## src/rtl/disp_scan_ctrl.sv

```systemverilog
// disp_scan_ctrl: 4-digit multiplexed 7-segment scan controller.
// Each digit owns a slot of PRESCALE clocks. The first clock of a slot is a
// dark guard cycle that suppresses ghosting. Digit registers are written as
// raw segment patterns or as hex nibbles, and the display can be blanked.
//
// Optional feature: define DISP_LZB_EN to add leading-zero blanking.
//
// Ports:
//   clk        - single clock, rising edge
//   rst        - synchronous active-high reset
//   wr_en      - write strobe for digit register wr_addr
//   wr_addr    - digit index written (0 = rightmost)
//   wr_hex     - 1: decode wr_data[3:0] as hex (dp from wr_data[7]); 0: raw pattern
//   wr_data    - raw pattern bit0=a .. bit6=g, bit7=dp
//   blank      - display blank request, registered
//   seg        - active-high segment bus, same bit order as wr_data
//   an         - active-high one-hot digit enable
//   frame_done - one-cycle pulse in the last cycle of each 4-digit scan
module disp_scan_ctrl #(
    parameter int unsigned PRESCALE = 4
) (
    input  logic       clk,
    input  logic       rst,
    input  logic       wr_en,
    input  logic [1:0] wr_addr,
    input  logic       wr_hex,
    input  logic [7:0] wr_data,
    input  logic       blank,
    output logic [7:0] seg,
    output logic [3:0] an,
    output logic       frame_done
);

    localparam int unsigned CNT_W   = 8;
    localparam int unsigned IDX_W   = 2;
    localparam int unsigned NDIG    = 4;
    localparam logic [CNT_W-1:0] CNT_MAX = CNT_W'(PRESCALE - 1);

    // Registered state
    logic [CNT_W-1:0] cnt;
    logic [IDX_W-1:0] idx;
    logic [7:0]       dreg [NDIG];
    logic             blank_q;

    // Next-state signals
    logic [CNT_W-1:0] cnt_next;
    logic [IDX_W-1:0] idx_next;
    logic [7:0]       wr_val;
    logic             slot_end;

    // Per-digit suppression from leading-zero blanking (all zero when disabled)
    logic [NDIG-1:0]  sup_mask;

    // 7-segment patterns for hex digits, bits 6:0 = g..a
    function automatic logic [6:0] hex_to_seg(input logic [3:0] nib);
        logic [6:0] p;
        case (nib)
            4'h0:    p = 7'h3F;
            4'h1:    p = 7'h06;
            4'h2:    p = 7'h5B;
            4'h3:    p = 7'h4F;
            4'h4:    p = 7'h66;
            4'h5:    p = 7'h6D;
            4'h6:    p = 7'h7D;
            4'h7:    p = 7'h07;
            4'h8:    p = 7'h7F;
            4'h9:    p = 7'h6F;
            4'hA:    p = 7'h77;
            4'hB:    p = 7'h7C;
            4'hC:    p = 7'h39;
            4'hD:    p = 7'h5E;
            4'hE:    p = 7'h79;
            default: p = 7'h71;
        endcase
        return p;
    endfunction

    // Prescaler / scan index advance and write data formatting
    always_comb begin
        slot_end = (cnt == CNT_MAX);
        cnt_next = cnt + CNT_W'(1);
        idx_next = idx;
        if (slot_end) begin
            cnt_next = '0;
            idx_next = idx + IDX_W'(1);
        end
        wr_val = wr_data;
        if (wr_hex) begin
            wr_val = {wr_data[7], hex_to_seg(wr_data[3:0])};
        end
    end

    // State registers; reset wins over a coincident write
    always_ff @(posedge clk) begin
        if (rst) begin
            cnt     <= '0;
            idx     <= '0;
            blank_q <= 1'b0;
            for (int i = 0; i < NDIG; i++) begin
                dreg[i] <= '0;
            end
        end else begin
            cnt     <= cnt_next;
            idx     <= idx_next;
            blank_q <= blank;
            if (wr_en) begin
                dreg[wr_addr] <= wr_val;
            end
        end
    end

`ifdef DISP_LZB_EN
    // Zero flag per digit: set by hex 0 without dp, cleared by any other write
    logic [NDIG-1:0] zflag;

    always_ff @(posedge clk) begin
        if (rst) begin
            zflag <= '0;
        end else if (wr_en) begin
            zflag[wr_addr] <= wr_hex && (wr_data[3:0] == 4'h0) && !wr_data[7];
        end
    end

    // Digit k is dark when it and every digit to its left hold a zero
    always_comb begin
        sup_mask    = '0;
        sup_mask[3] = zflag[3];
        sup_mask[2] = zflag[3] & zflag[2];
        sup_mask[1] = zflag[3] & zflag[2] & zflag[1];
    end
`else
    assign sup_mask = '0;
`endif

    // Output decode from registered state only
    always_comb begin
        seg        = '0;
        an         = '0;
        frame_done = slot_end && (idx == IDX_W'(3));
        if ((cnt != '0) && !blank_q && !sup_mask[idx]) begin
            seg = dreg[idx];
            an  = 4'b0001 << idx;
        end
    end

endmodule
```

## config.mk

```make
export PLATFORM = sky130hd
export DESIGN_NAME = disp_scan_ctrl
export DESIGN_NICKNAME = d
export VERILOG_FILES = /design/src/rtl/disp_scan_ctrl.sv
export SDC_FILE = /design/constraint.sdc
export NUM_CORES = 1
export LEC_CHECK = 0
export ABC_CLOCK_PERIOD_IN_PS = 1900
export CAP_MARGIN = 20
export CORE_MARGIN = 2
export CORE_UTILIZATION = 56
export CTS_CLUSTER_DIAMETER = 120
export CTS_CLUSTER_SIZE = 10
export DETAILED_ROUTE_END_ITERATION = 16
export GPL_TIMING_DRIVEN = 0
export HOLD_SLACK_MARGIN = 0.05
export PLACE_DENSITY_LB_ADDON = 0.2
export SLEW_MARGIN = 20
export SYNTH_ARGS = -nofsm -noshare
export SYNTH_HDL_FRONTEND = slang
export SYNTH_SLANG_ARGS = --single-unit
```

## constraint.sdc

```tcl
create_clock -name clk -period 1.9 [get_ports clk]
set_input_delay 0.475 -clock clk [delete_from_list [all_inputs] [get_ports clk]]
set_output_delay 0.475 -clock clk [all_outputs]
set_load 0.05 [all_outputs]
```

Word level (Yosys, flattened, before mapping)
Memories as Yosys holds them, arrays and structs flattened. A register that Yosys moved wholly into a read port is not among the register bits.
Index checks and enable logic that the tools add are counted.
{"block": "classes", "n_addsub": 2, "mul": 0, "n_div": 0, "n_lt_le_gt_ge": 1, "n_eq_ne": 2, "shifts": 1, "muxes": 15, "bitwise": 0, "reduce_logical": 8}
{"operator": "$mux 8", "count": 2}
{"operator": "$add 8x1->8 const B", "count": 1}
{"operator": "$eq 8x2->1 const B", "count": 1}
{"operator": "$reduce_bool 8->1", "count": 1}
{"operator": "$reduce_or 8->1", "count": 1}
{"operator": "$mux 1", "count": 7}
{"operator": "$mux 7", "count": 1}
{"operator": "$mux 2", "count": 3}
{"operator": "$mux 4", "count": 1}
{"operator": "$shl 1x2->4 const A", "count": 1}
{"operator": "$logic_and 1x1->1", "count": 3}
{"operator": "$lt 2x3->1 const B", "count": 1}
{"operator": "$add 2x1->2 const B", "count": 1}
{"operator": "$bmux 1 s2", "count": 1}
{"operator": "$eq 2x2->1 const B", "count": 1}
{"operator": "$logic_not 1->1", "count": 2}
{"operator": "$reduce_or 2->1", "count": 1}
{"block": "totals", "reg_bits": 11, "latchBits": 0, "ramBits": 32, "romBits": 112, "in_bits": 15, "out_inout_bits": 13, "mem_count": 2}
{"name": "(name not given)", "depth": 16, "word_bits": 7, "read_ports": 1, "rd_clocked_by_memory_dff": 0, "write_ports": 0, "line_no": "57", "source": "case (nib)"}
{"name": "dreg", "depth": 4, "word_bits": 8, "read_ports": 1, "rd_clocked_by_memory_dff": 1, "write_ports": 4, "line_no": "42", "source": "logic [7:0] dreg [NDIG];"}

Depth between registers and ports, before layout
Gate-level depths: netlist of run 1.
{"block": "depth", "depth_word": 5, "ltp_mapped": 5, "ltp_nobuf": 5}

Worst setup path after synthesis of run 1
No wires, ideal clock.
{"block": "synth_path", "kind": "reg2out", "from": "register cnt[0]", "to": "output an[1]", "arrival_time_ps": 1372, "path_slack_ps": 53, "stages_incl_launch_ff": 6, "n_path_buf": 1, "path_cell_list": "dfxtp_1 > inv_1 > ha_1 > a31oi_1 > buf_2 > and2_1"}
{"block": "synth_between", "elab_chain_cells": 4}
{"element": "start: declaration", "line_no": "40", "source": "logic [CNT_W-1:0] cnt;"}
{"element": "start signal: assignment", "line_no": "103", "source": "cnt <= cnt_next;"}
{"element": "$reduce_bool 8->1", "line_no": "140", "source": "if ((cnt != '0) && !blank_q && !sup_mask[idx]) begin"}
{"element": "$logic_and 1x1->1 (2 in a row)", "line_no": "140"}
{"element": "$mux 4", "line_no": "140"}
{"element": "end: declaration", "line_no": "30", "source": "output logic [3:0] an,"}
Every way passes these cells.

Worst setup path in the final report of run 1
{"block": "layout_path", "from": "register cnt[6]", "to": "output seg[5]"}
{"block": "layout_between", "elab_chain_cells": 4}
{"element": "$reduce_bool 8->1", "line_no": "140"}
{"element": "$logic_and 1x1->1 (2 in a row)", "line_no": "140"}
{"element": "$mux 8", "line_no": "140"}
{"element": "end: declaration", "line_no": "29", "source": "output logic [7:0] seg,"}
Every way passes these cells.

==> impl_metrics.tcl, run 1 <==
set metrics [dict create \
    status "finished with violations" \
    violations "negative setup slack" \
    ys.flop_type "edfxtp_1" \
    start_util 0.5699 \
    final_layout_size_suffix_gt1_frac 0.3548 \
    cp.arrival_ns 1.65 \
    max-vdd-ir-drop_v 0.0004225 \
    fp.coreArea_sq_um 4294 \
    die_x_um 70.11 \
    slew_headroom 0.5936 \
    tightest_slew_ns 0.6033 \
    maxCapViolCount 0 \
    fin_ws_ns -0.2249 \
    grt_pass1_wl_um 7693 \
    n_antenna_cell 0 \
    port_buffers 27 \
    vias 1704 \
    place_congestion 0.7555 \
    worstSetupEndpointType "primary output" \
    fmax_mhz 470.6 \
    clkPwrFrac 0.297 \
    p_seq_frac 0.490 \
    internal-power_uw 1728 \
    final_util 0.7276 \
    viasPerCell 5.680 \
    place_area_sq_um 2783 \
    synth.avg_cell_area_sq_um 11.94 \
    grt_overflow_total 0 \
    synth_top_area_share 0.3926 \
    p_switching_uw 585.9 \
    fin_crit_ns 2.125 \
    final_cells 300 \
    dr.pass1.iters 4 \
    required_ns 1.42 \
    ios 28 \
    antenna_found_initial 0 \
    p_per_area_nw_per_um2 740.8 \
    hpwl_um 3209 \
    hold_class "flop to flop" \
    syn2layout_area_growth_pct 27.66 \
    synth.most_common_cell "edfxtp_1" \
    die_area_sq_um 4915 \
    synth_cells 205 \
    syn_area_sq_um 2447 \
    die_h_um 70.11 \
    design_area_sq_um 3124 \
    grt_max_degree 15 \
    cp_max_fo 5 \
    critPathLaunchType "flop" \
    grtUsageTotal 0.2028 \
    hold_viol 0 \
    rows 24 \
    sw_frac_of_total 0.2532 \
    detail-route-antenna-nets 0 \
    timing.final.crit_share 1.118 \
    crit_type "flop to primary output" \
    drv_slew 0 \
    syn_nets 233 \
    ys_seq_area_frac 0.4990 \
    dp.cells 284 \
    leakage_uw 0.001231 \
    synth_edf_count 32 \
    clock-sinks 45 \
    clock_skew_ns 0.006731 \
    pwr-share-comb 0.213 \
    htree_num_levels 2 \
    ys_ff_latch 45 \
    cts_root_buffer "clkbuf_8" \
    rsz0062_at_grt "true" \
    yosysTopAreaCell "edfxtp_1" \
    grt_pass1_vias 1657 \
    finalSetupViolCount 13 \
    synth_common_cells "edfxtp_1 (32), nor2_1 (19), and2_1 (14)" \
    cts_tree "done" \
    yosysWarnings 0 \
    finalNetCount 275 \
    synth.lib_cells_used.distinct 43 \
    avgRoutedWirePerCell_um 15.93 \
    routed_wl_um 4779 \
    async_flop_share 0 \
    drtIter0Drc 73 \
    cts_buffer_depth 2 \
    cts_made_buffers 5 \
    clk_pin_slew_ns 0.08 \
    drc 0 \
    clock_latency_ns 0.29 \
    synth.top_cells.by_area "edfxtp_1 (39%), dfxtp_1 (11%), mux4_2 (7.4%)" \
    place_ws_ns -0.6670 \
]
metal layers:
layer | track usage | routed length [um]
met1 | 0.2640 | 2071
met2 | 0.3365 | 2478
met3 | 0.04185 | 204
met4 | 0.07479 | 25
met5 | 0 | 0
flip-flops by register name, indices dropped and copies added (netlist names), named ones only:
register / cells
blank_q: 1
dreg: 32
idx: 2
cnt: 8
kinds of logic (layout without fill, tap and decap cells):
group | count (synthesis) | in the layout | synth area share
and+or+nand+nor | 83 | 83 | 0.2076
DFF | 45 | 45 | 0.4990
AOI/OAI and AO/OA | 29 | 29 | 0.08334
buffers and inverters | 18 | 61 | 0.03323
muxes | 15 | 15 | 0.1033
adders and majority gates | 13 | 13 | 0.06646
xor gates and xnor gates | 2 | 2 | 0.007159
final timing paths:
check / start / end / slack [ns] / depth (start not counted)
worst max-delay path: cnt[6] / seg[5] / -0.22 / 5
worst min-delay path: cnt[5] / cnt[5] / 0.53 / 2
worst max register to register: cnt[6] / idx[0] / 0.19 / 6
worst min register to register: cnt[5] / cnt[5] / 0.53 / 2
power by group through the flow:
| stage | sequential, uW | combinational, uW | clock, uW |
|---|---|---|---|
| CTS | 1140 | 443 | 702 |
| floorplan | 1150 | 272 | 0 |
| global route | 1140 | 528 | 729 |
| finish | 1130 | 492 | 688 |
| global placement | 1160 | 396 | 0 |
| detailed placement | 1160 | 402 | 0 |
final cells by class:
cell class	instances	area (sq um)
plain buffers	7	56.30
multi-input cells	142	1260
clock buffers	6	72.57
repair buffers	36	364.1
flip-flops and latches	45	1234
inverters	10	37.54
clock inverters	2	35.03
fillers	298	1170
well taps	52	65.06
layout by cell type (no fill, tap or decap), types with 7 or more instances in the layout:
master / instances
dfxtp_1: 7
a21oi_1: 11
ha_1: 13
buf_4: 7
mux4_2: 8
buf_6: 14
and2_4: 12
nor3_1: 9
nor2_1: 19
clkdlybuf4s50_1: 10
edfxtp_1: 32
inv_1: 10
stage by stage:
stage | hold WS (ns) | TNS (ns) | power [uW]
final | 0.5276 | -2.681 | 2314
after global routing | 0.5640 | -3.546 | 2399
after CTS | 0.5198 | -2.313 | 2281
after global placement | 0.4839 | -31.21 | 1552
after detailed placement | 0.4939 | -32.34 | 1560
after floorplan | 0.4523 | 0 | 1422
critical path, stage by stage (launching register included):
cell	delay, ns
dfxtp_4	0.36
nor4_4	0.38
a31oi_4	0.17
buf_6	0.17
and2_4	0.13
buf_6	0.14
repair_timing:
item	CTS	global route
hold buffers	0	0
setup endpoints to repair	59	49
buffers inserted	5	3
pin swaps	4	5
cloned	0	1
resized for setup	114	32
(Power assumes the default switching activity.)
==> run 2: changes to the inputs <==
--- a/config.mk
+++ b/config.mk
@@ -5,7 +5,7 @@
 export SDC_FILE = /design/constraint.sdc
 export NUM_CORES = 1
 export LEC_CHECK = 0
-export ABC_CLOCK_PERIOD_IN_PS = 1900
+export ABC_CLOCK_PERIOD_IN_PS = 2100
 export CAP_MARGIN = 20
 export CORE_MARGIN = 2
 export CORE_UTILIZATION = 56
==> constraint.sdc (replaced) <==
create_clock -name clk -period 2.1 [get_ports clk]
set_input_delay 0.525 -clock clk [delete_from_list [all_inputs] [get_ports clk]]
set_output_delay 0.525 -clock clk [all_outputs]
set_load 0.05 [all_outputs]
==> run 2 against run 1 <==
  * The flow still finishes with violations (negative setup slack)
  * Combinational power decreased by 17%
  * Global-route usage about the same
  * Sequential share of layout area increased by 1.4 points
  * Clock skew increased by 0.0011 ns
  * Core utilization decreased by 2.7 points
  * Register-to-register slack improved by 0.32 ns
  * Worst setup slack improved by 0.18 ns
  * Total power decreased by 11%
  * Critical path type unchanged
  * Critical endpoint is now an[2]
  * Largest cell class is now registers
  * Largest power group unchanged
==> impl_metrics.tcl, run 2 (synthesis gave the netlist of run 1 again) <==
set metrics [dict create \
    p_per_area_nw_per_um2 684.0 \
    tns_ns -0.3670 \
    finalSetupViolCount 11 \
    p_switching_uw 515.3 \
    layout_commonest_cell "edfxtp_1" \
    leakage_uw 0.001143 \
    htree_num_levels 2 \
    fin_crit_ns 2.144 \
    place_area_sq_um 2783 \
    detail-route-antenna-nets 0 \
    vias 1656 \
    crit_type "flop to primary output" \
    rsz0062_at_grt "true" \
    grtUsageTotal 0.2025 \
    critPathMaxStageDelay_ns 0.37 \
    regMostFlops "dreg" \
    holdPathEnd "cnt[0]" \
    maxCapViolCount 0 \
    drtIter0Drc 153 \
    rows 24 \
    place_congestion 0.7555 \
    clk_pin_slew_ns 0.07 \
    n_antenna_cell 0 \
    hold_class "flop to flop" \
    clock_skew_ns 0.007873 \
    worstHoldStart "cnt[0]" \
    mostFrequentLayoutCells "edfxtp_1 (32), nor2_1 (19), ha_1 (13)" \
    postCtsHoldBufs 0 \
    worstReg2RegStart "cnt[5]" \
    grt_overflow_total 0 \
    die_x_um 70.11 \
    internal-power_uw 1543 \
    timing.critical_path.mode_cell "buf_6" \
    tightest_slew_ns 0.6179 \
    drv_slew 0 \
    design_area_sq_um 3009 \
    cts_made_buffers 5 \
    cts_tree "done" \
    finalNetCount 271 \
    dr.pass1.iters 4 \
    worstSetupEndpointType "primary output" \
    pwr-share-comb 0.197 \
    cp.arrival_ns 1.62 \
    clock_latency_ns 0.29 \
    slowest_stage "nor4_4" \
    hold_viol 0 \
    die_h_um 70.11 \
    grt_max_degree 15 \
    status "finished with violations" \
    grt_pass1_wl_um 7679 \
    avgRoutedWirePerCell_um 15.35 \
    cp_max_fo 10 \
    r2r_slack_ns 0.51 \
    holdPathStages 1 \
    start_util 0.5699 \
    path_buf_inv 2 \
    timing.final.crit_share 1.021 \
    die_area_sq_um 4915 \
    routed_wl_um 4544 \
    largest_register_ffs 32 \
    port_buffers 27 \
    max-vdd-ir-drop_v 0.0003009 \
    fp.coreArea_sq_um 4294 \
    reg_top3 "dreg x32, cnt x8, idx x2" \
    final_util 0.7008 \
    cp_top_family "simple AND/OR/NAND/NOR gates" \
    violations "negative setup slack" \
    sw_frac_of_total 0.2504 \
    clkPwrFrac 0.302 \
    ios 28 \
    clock-sinks 45 \
    grt_pass1_vias 1657 \
    fin_ws_ns -0.04450 \
    place_ws_ns -0.5170 \
    r2r_end "idx[0]" \
    hpwl_um 3209 \
    cts_root_buffer "clkbuf_8" \
    antenna_found_initial 0 \
    syn2layout_area_growth_pct 22.96 \
    critPathLaunchType "flop" \
    cp_cell_sequence "nor4_4 > a31oi_4 > buf_6 > and2_1 > buf_6" \
    cts_buffer_depth 2 \
    rr_worst_depth 5 \
    viasPerCell 5.595 \
    fmax_mhz 466.3 \
    p_seq_frac 0.500 \
    final_layout_size_suffix_gt1_frac 0.2828 \
    slew_headroom 0.5837 \
    drc 0 \
    required_ns 1.57 \
]
## run 2: worst max path at each step
stage | slack (ns) | end | depth (start not counted) | from
3_3_place_gp | -0.48 | seg[4] | 6 | cnt[0]
6_report | -0.04 | an[2] | 5 | cnt[5]
5_1_grt | -0.13 | an[2] | 5 | cnt[5]
2_1_floorplan | 0.20 | an[1] | 5 | cnt[0]
4_1_cts | -0.05 | an[2] | 5 | cnt[5]
3_5_place_dp | -0.52 | seg[5] | 6 | cnt[0]
## run 2: what timing repair did
item / 4_1_cts / 5_1_grt
pin swaps: 4 / 1
resized for setup: 106 / 13
buffers inserted: 2 / 3
endpoints found under the setup margin: 31 / 37
## run 2: area by class of cell
class | instances | area, sq um
Buffer | 7 | 56.30
Timing Repair Buffer | 32 | 325.3
Clock inverter | 2 | 35.03
Clock buffer | 6 | 72.57
Sequential cell | 45 | 1231
Inverter | 10 | 37.54
Fill cell | 313 | 1285
Multi-Input combinational cell | 142 | 1186
Tap cell | 52 | 65.06
## run 2: metal layers
layer  vias to the layer above  routed length [um]  global-route usage
met2                        50                2314              0.3365
met1                       780                1916              0.2628
met4                         0                  38             0.07479
met3                         4                 275             0.04185
li1                        822                   -                   -
met5                         -                   0                   0
## run 2: power groups by stage
stage | clock network (uW) | registers (uW) | logic, uW
2_1_floorplan | 0 | 1040 | 246
3_3_place_gp | 0 | 1050 | 358
3_5_place_dp | 0 | 1050 | 364
4_1_cts | 635 | 1030 | 391
5_1_grt | 658 | 1040 | 440
6_report | 622 | 1030 | 406
## run 2: metrics by stage
step           cells  total power, uW  hold slack [ns]
2_1_floorplan    205             1286           0.4523
3_3_place_gp     284             1404           0.4839
3_5_place_dp     284             1412           0.4939
4_1_cts          293             2056           0.4703
5_1_grt          296             2135           0.4769
6_report         296             2058           0.4543
==> run 3: changes to the inputs <==
--- a/config.mk
+++ b/config.mk
@@ -14,7 +14,7 @@
 export DETAILED_ROUTE_END_ITERATION = 16
 export GPL_TIMING_DRIVEN = 0
 export HOLD_SLACK_MARGIN = 0.05
-export PLACE_DENSITY_LB_ADDON = 0.2
+export PLACE_DENSITY = 0.8
 export SLEW_MARGIN = 20
 export SYNTH_ARGS = -nofsm -noshare
 export SYNTH_HDL_FRONTEND = slang
==> run 3 against run 2 <==
  * The flow still finishes with violations (negative setup slack)
  * Register-to-register slack improved by 0.16 ns
  * Worst setup slack got worse by 0.011 ns
  * Global-route usage rose by 0.14 points
  * Sequential share of layout area rose by 0.31 points
  * Largest cell class unchanged
  * Largest power group unchanged
==> impl_metrics.tcl, run 3 (synthesis gave the netlist of run 1 again) <==
set metrics [dict create \
    hold_class "flop to flop" \
    holdPathStages 1 \
    cp_top_family "multiplexers" \
    drtIter0Drc 104 \
    regMostFlops "dreg" \
    crit_type "flop to primary output" \
    clock_skew_ns 0.005265 \
    drc 0 \
    timing.final.crit_share 1.026 \
    hold_slack_ns 0.4693 \
    internal-power_uw 1532 \
    dr.pass1.iters 4 \
    status "finished with violations" \
    grt_max_degree 14 \
    leakage_uw 0.001119 \
    cp_max_fo 8 \
    cts_tree "done" \
    p_switching_uw 518.9 \
    grt_overflow_total 0 \
    holdPathEnd "cnt[0]" \
    reg_top3 "dreg x32, cnt x8, idx x2" \
    clock_latency_ns 0.30 \
    maxCapViolCount 0 \
    die_x_um 70.11 \
    postCtsHoldBufs 0 \
    largest_register_ffs 32 \
    finalNetCount 268 \
    clock-sinks 45 \
    critPathMaxStageDelay_ns 0.52 \
    fmax_mhz 463.9 \
    ios 28 \
    p_per_area_nw_per_um2 688.2 \
    fin_ws_ns -0.05549 \
    routed_wl_um 4466 \
    cts_buffer_depth 2 \
    n_fill_cell 319 \
    worstReg2RegStart "cnt[5]" \
    worstSetupEndpointType "primary output" \
    antenna_found_initial 0 \
    required_ns 1.57 \
    finalSetupViolCount 12 \
    clkPwrFrac 0.306 \
    n_antenna_cell 0 \
    p_seq_frac 0.502 \
    cp.arrival_ns 1.63 \
    worstHoldStart "cnt[0]" \
    syn2layout_area_growth_pct 21.78 \
    rows 24 \
    grt_pass1_vias 1595 \
    fin_crit_ns 2.155 \
    grtUsageTotal 0.2039 \
    port_buffers 27 \
    die_h_um 70.11 \
    power_uw 2051 \
    r2r_slack_ns 0.67 \
    final_layout_size_suffix_gt1_frac 0.2739 \
    multi_input_area_sq_um 1184 \
    critPathLaunchType "flop" \
    fp.coreArea_sq_um 4294 \
    detail-route-antenna-nets 0 \
    rr_worst_depth 3 \
    cts_made_buffers 5 \
    layout_commonest_cell "edfxtp_1" \
    tightest_slew_ns 0.5325 \
    pwr-share-comb 0.191 \
    path_buf_inv 2 \
    viasPerCell 5.587 \
    htree_num_levels 2 \
    die_area_sq_um 4915 \
    vias 1637 \
    avgRoutedWirePerCell_um 15.24 \
    place_congestion 0.7940 \
    mostFrequentLayoutCells "edfxtp_1 (32), nor2_1 (19), buf_6 (14)" \
    slew_headroom 0.6413 \
    hpwl_um 3219 \
    drv_slew 0 \
    clk_pin_slew_ns 0.09 \
    start_util 0.5699 \
    sw_frac_of_total 0.2530 \
    cts_root_buffer "clkbuf_8" \
    max-vdd-ir-drop_v 0.0003737 \
    rsz0062_at_grt "true" \
    hold_viol 0 \
    final-seq-area_sq_um 1229 \
    cp_cell_sequence "buf_8 > mux4_2 > and2_1 > buf_6" \
    violations "negative setup slack" \
    slowest_stage "mux4_2" \
    grt_pass1_wl_um 7741 \
]
[run 3: layer usage]
layer  vias up  share of wire  GRT usage
li1        819              -          -
met1       781           0.45     0.2716
met2        31           0.51     0.3365
met3         6          0.027    0.03896
met4         0          0.013    0.07051
met5         -              0          0
[run 3: power groups by stage]
stage | logic [uW] | registers [uW] | clock network [uW]
final | 393 | 1030 | 628
after global placement | 357 | 1050 | 0
after floorplan | 246 | 1040 | 0
after detailed placement | 362 | 1050 | 0
after CTS | 383 | 1030 | 631
after global routing | 424 | 1040 | 657
[run 3: worst max-delay path by stage]
stage                         to  slack (ns)  cells past startpoint
after floorplan            an[1]        0.20                      5
after global placement     an[2]       -0.49                      6
after detailed placement  seg[7]       -0.50                      6
after CTS                 seg[6]       -0.06                      4
after global routing      seg[7]       -0.16                      5
final                     seg[6]       -0.06                      4
[run 3: repair_timing]
action | 4_1_cts | 5_1_grt
setup buffers | 1 | 1
pin swaps | 3 | 2
gates resized for setup | 108 | 10
endpoints found under the setup margin | 39 | 25
[run 3: final cells by class]
cell class              instances  area share
plain buffers                   7     0.01889
clock buffers                   6     0.02435
clock inverters                 2     0.01134
inverters                      10     0.01259
multi-input cells             142      0.3971
flip-flops and latches         45      0.4123
well taps                      52     0.02183
repair buffers                 29      0.1016
[run 3: worst reg2reg max path: cells and delay by family, from the launching register on]
kind          cells  cell delay [ns]
simple gates      2             0.67
mux               1             0.32
flops             1             0.35
[run 3: metrics by stage]
step	util	setup slack (ns)	area [sq um]	TNS, ns	std cells
3_3_place_gp	0.6480	-0.4946	2783	-19.30	284
3_5_place_dp	0.6480	-0.5030	2783	-20.24	284
5_1_grt	0.6941	-0.1579	2980	-1.768	293
2_1_floorplan	-	0.2032	2447	0	205
6_report	0.6941	-0.05549	2980	-0.5001	293
4_1_cts	0.6879	-0.06268	2954	-0.5967	292
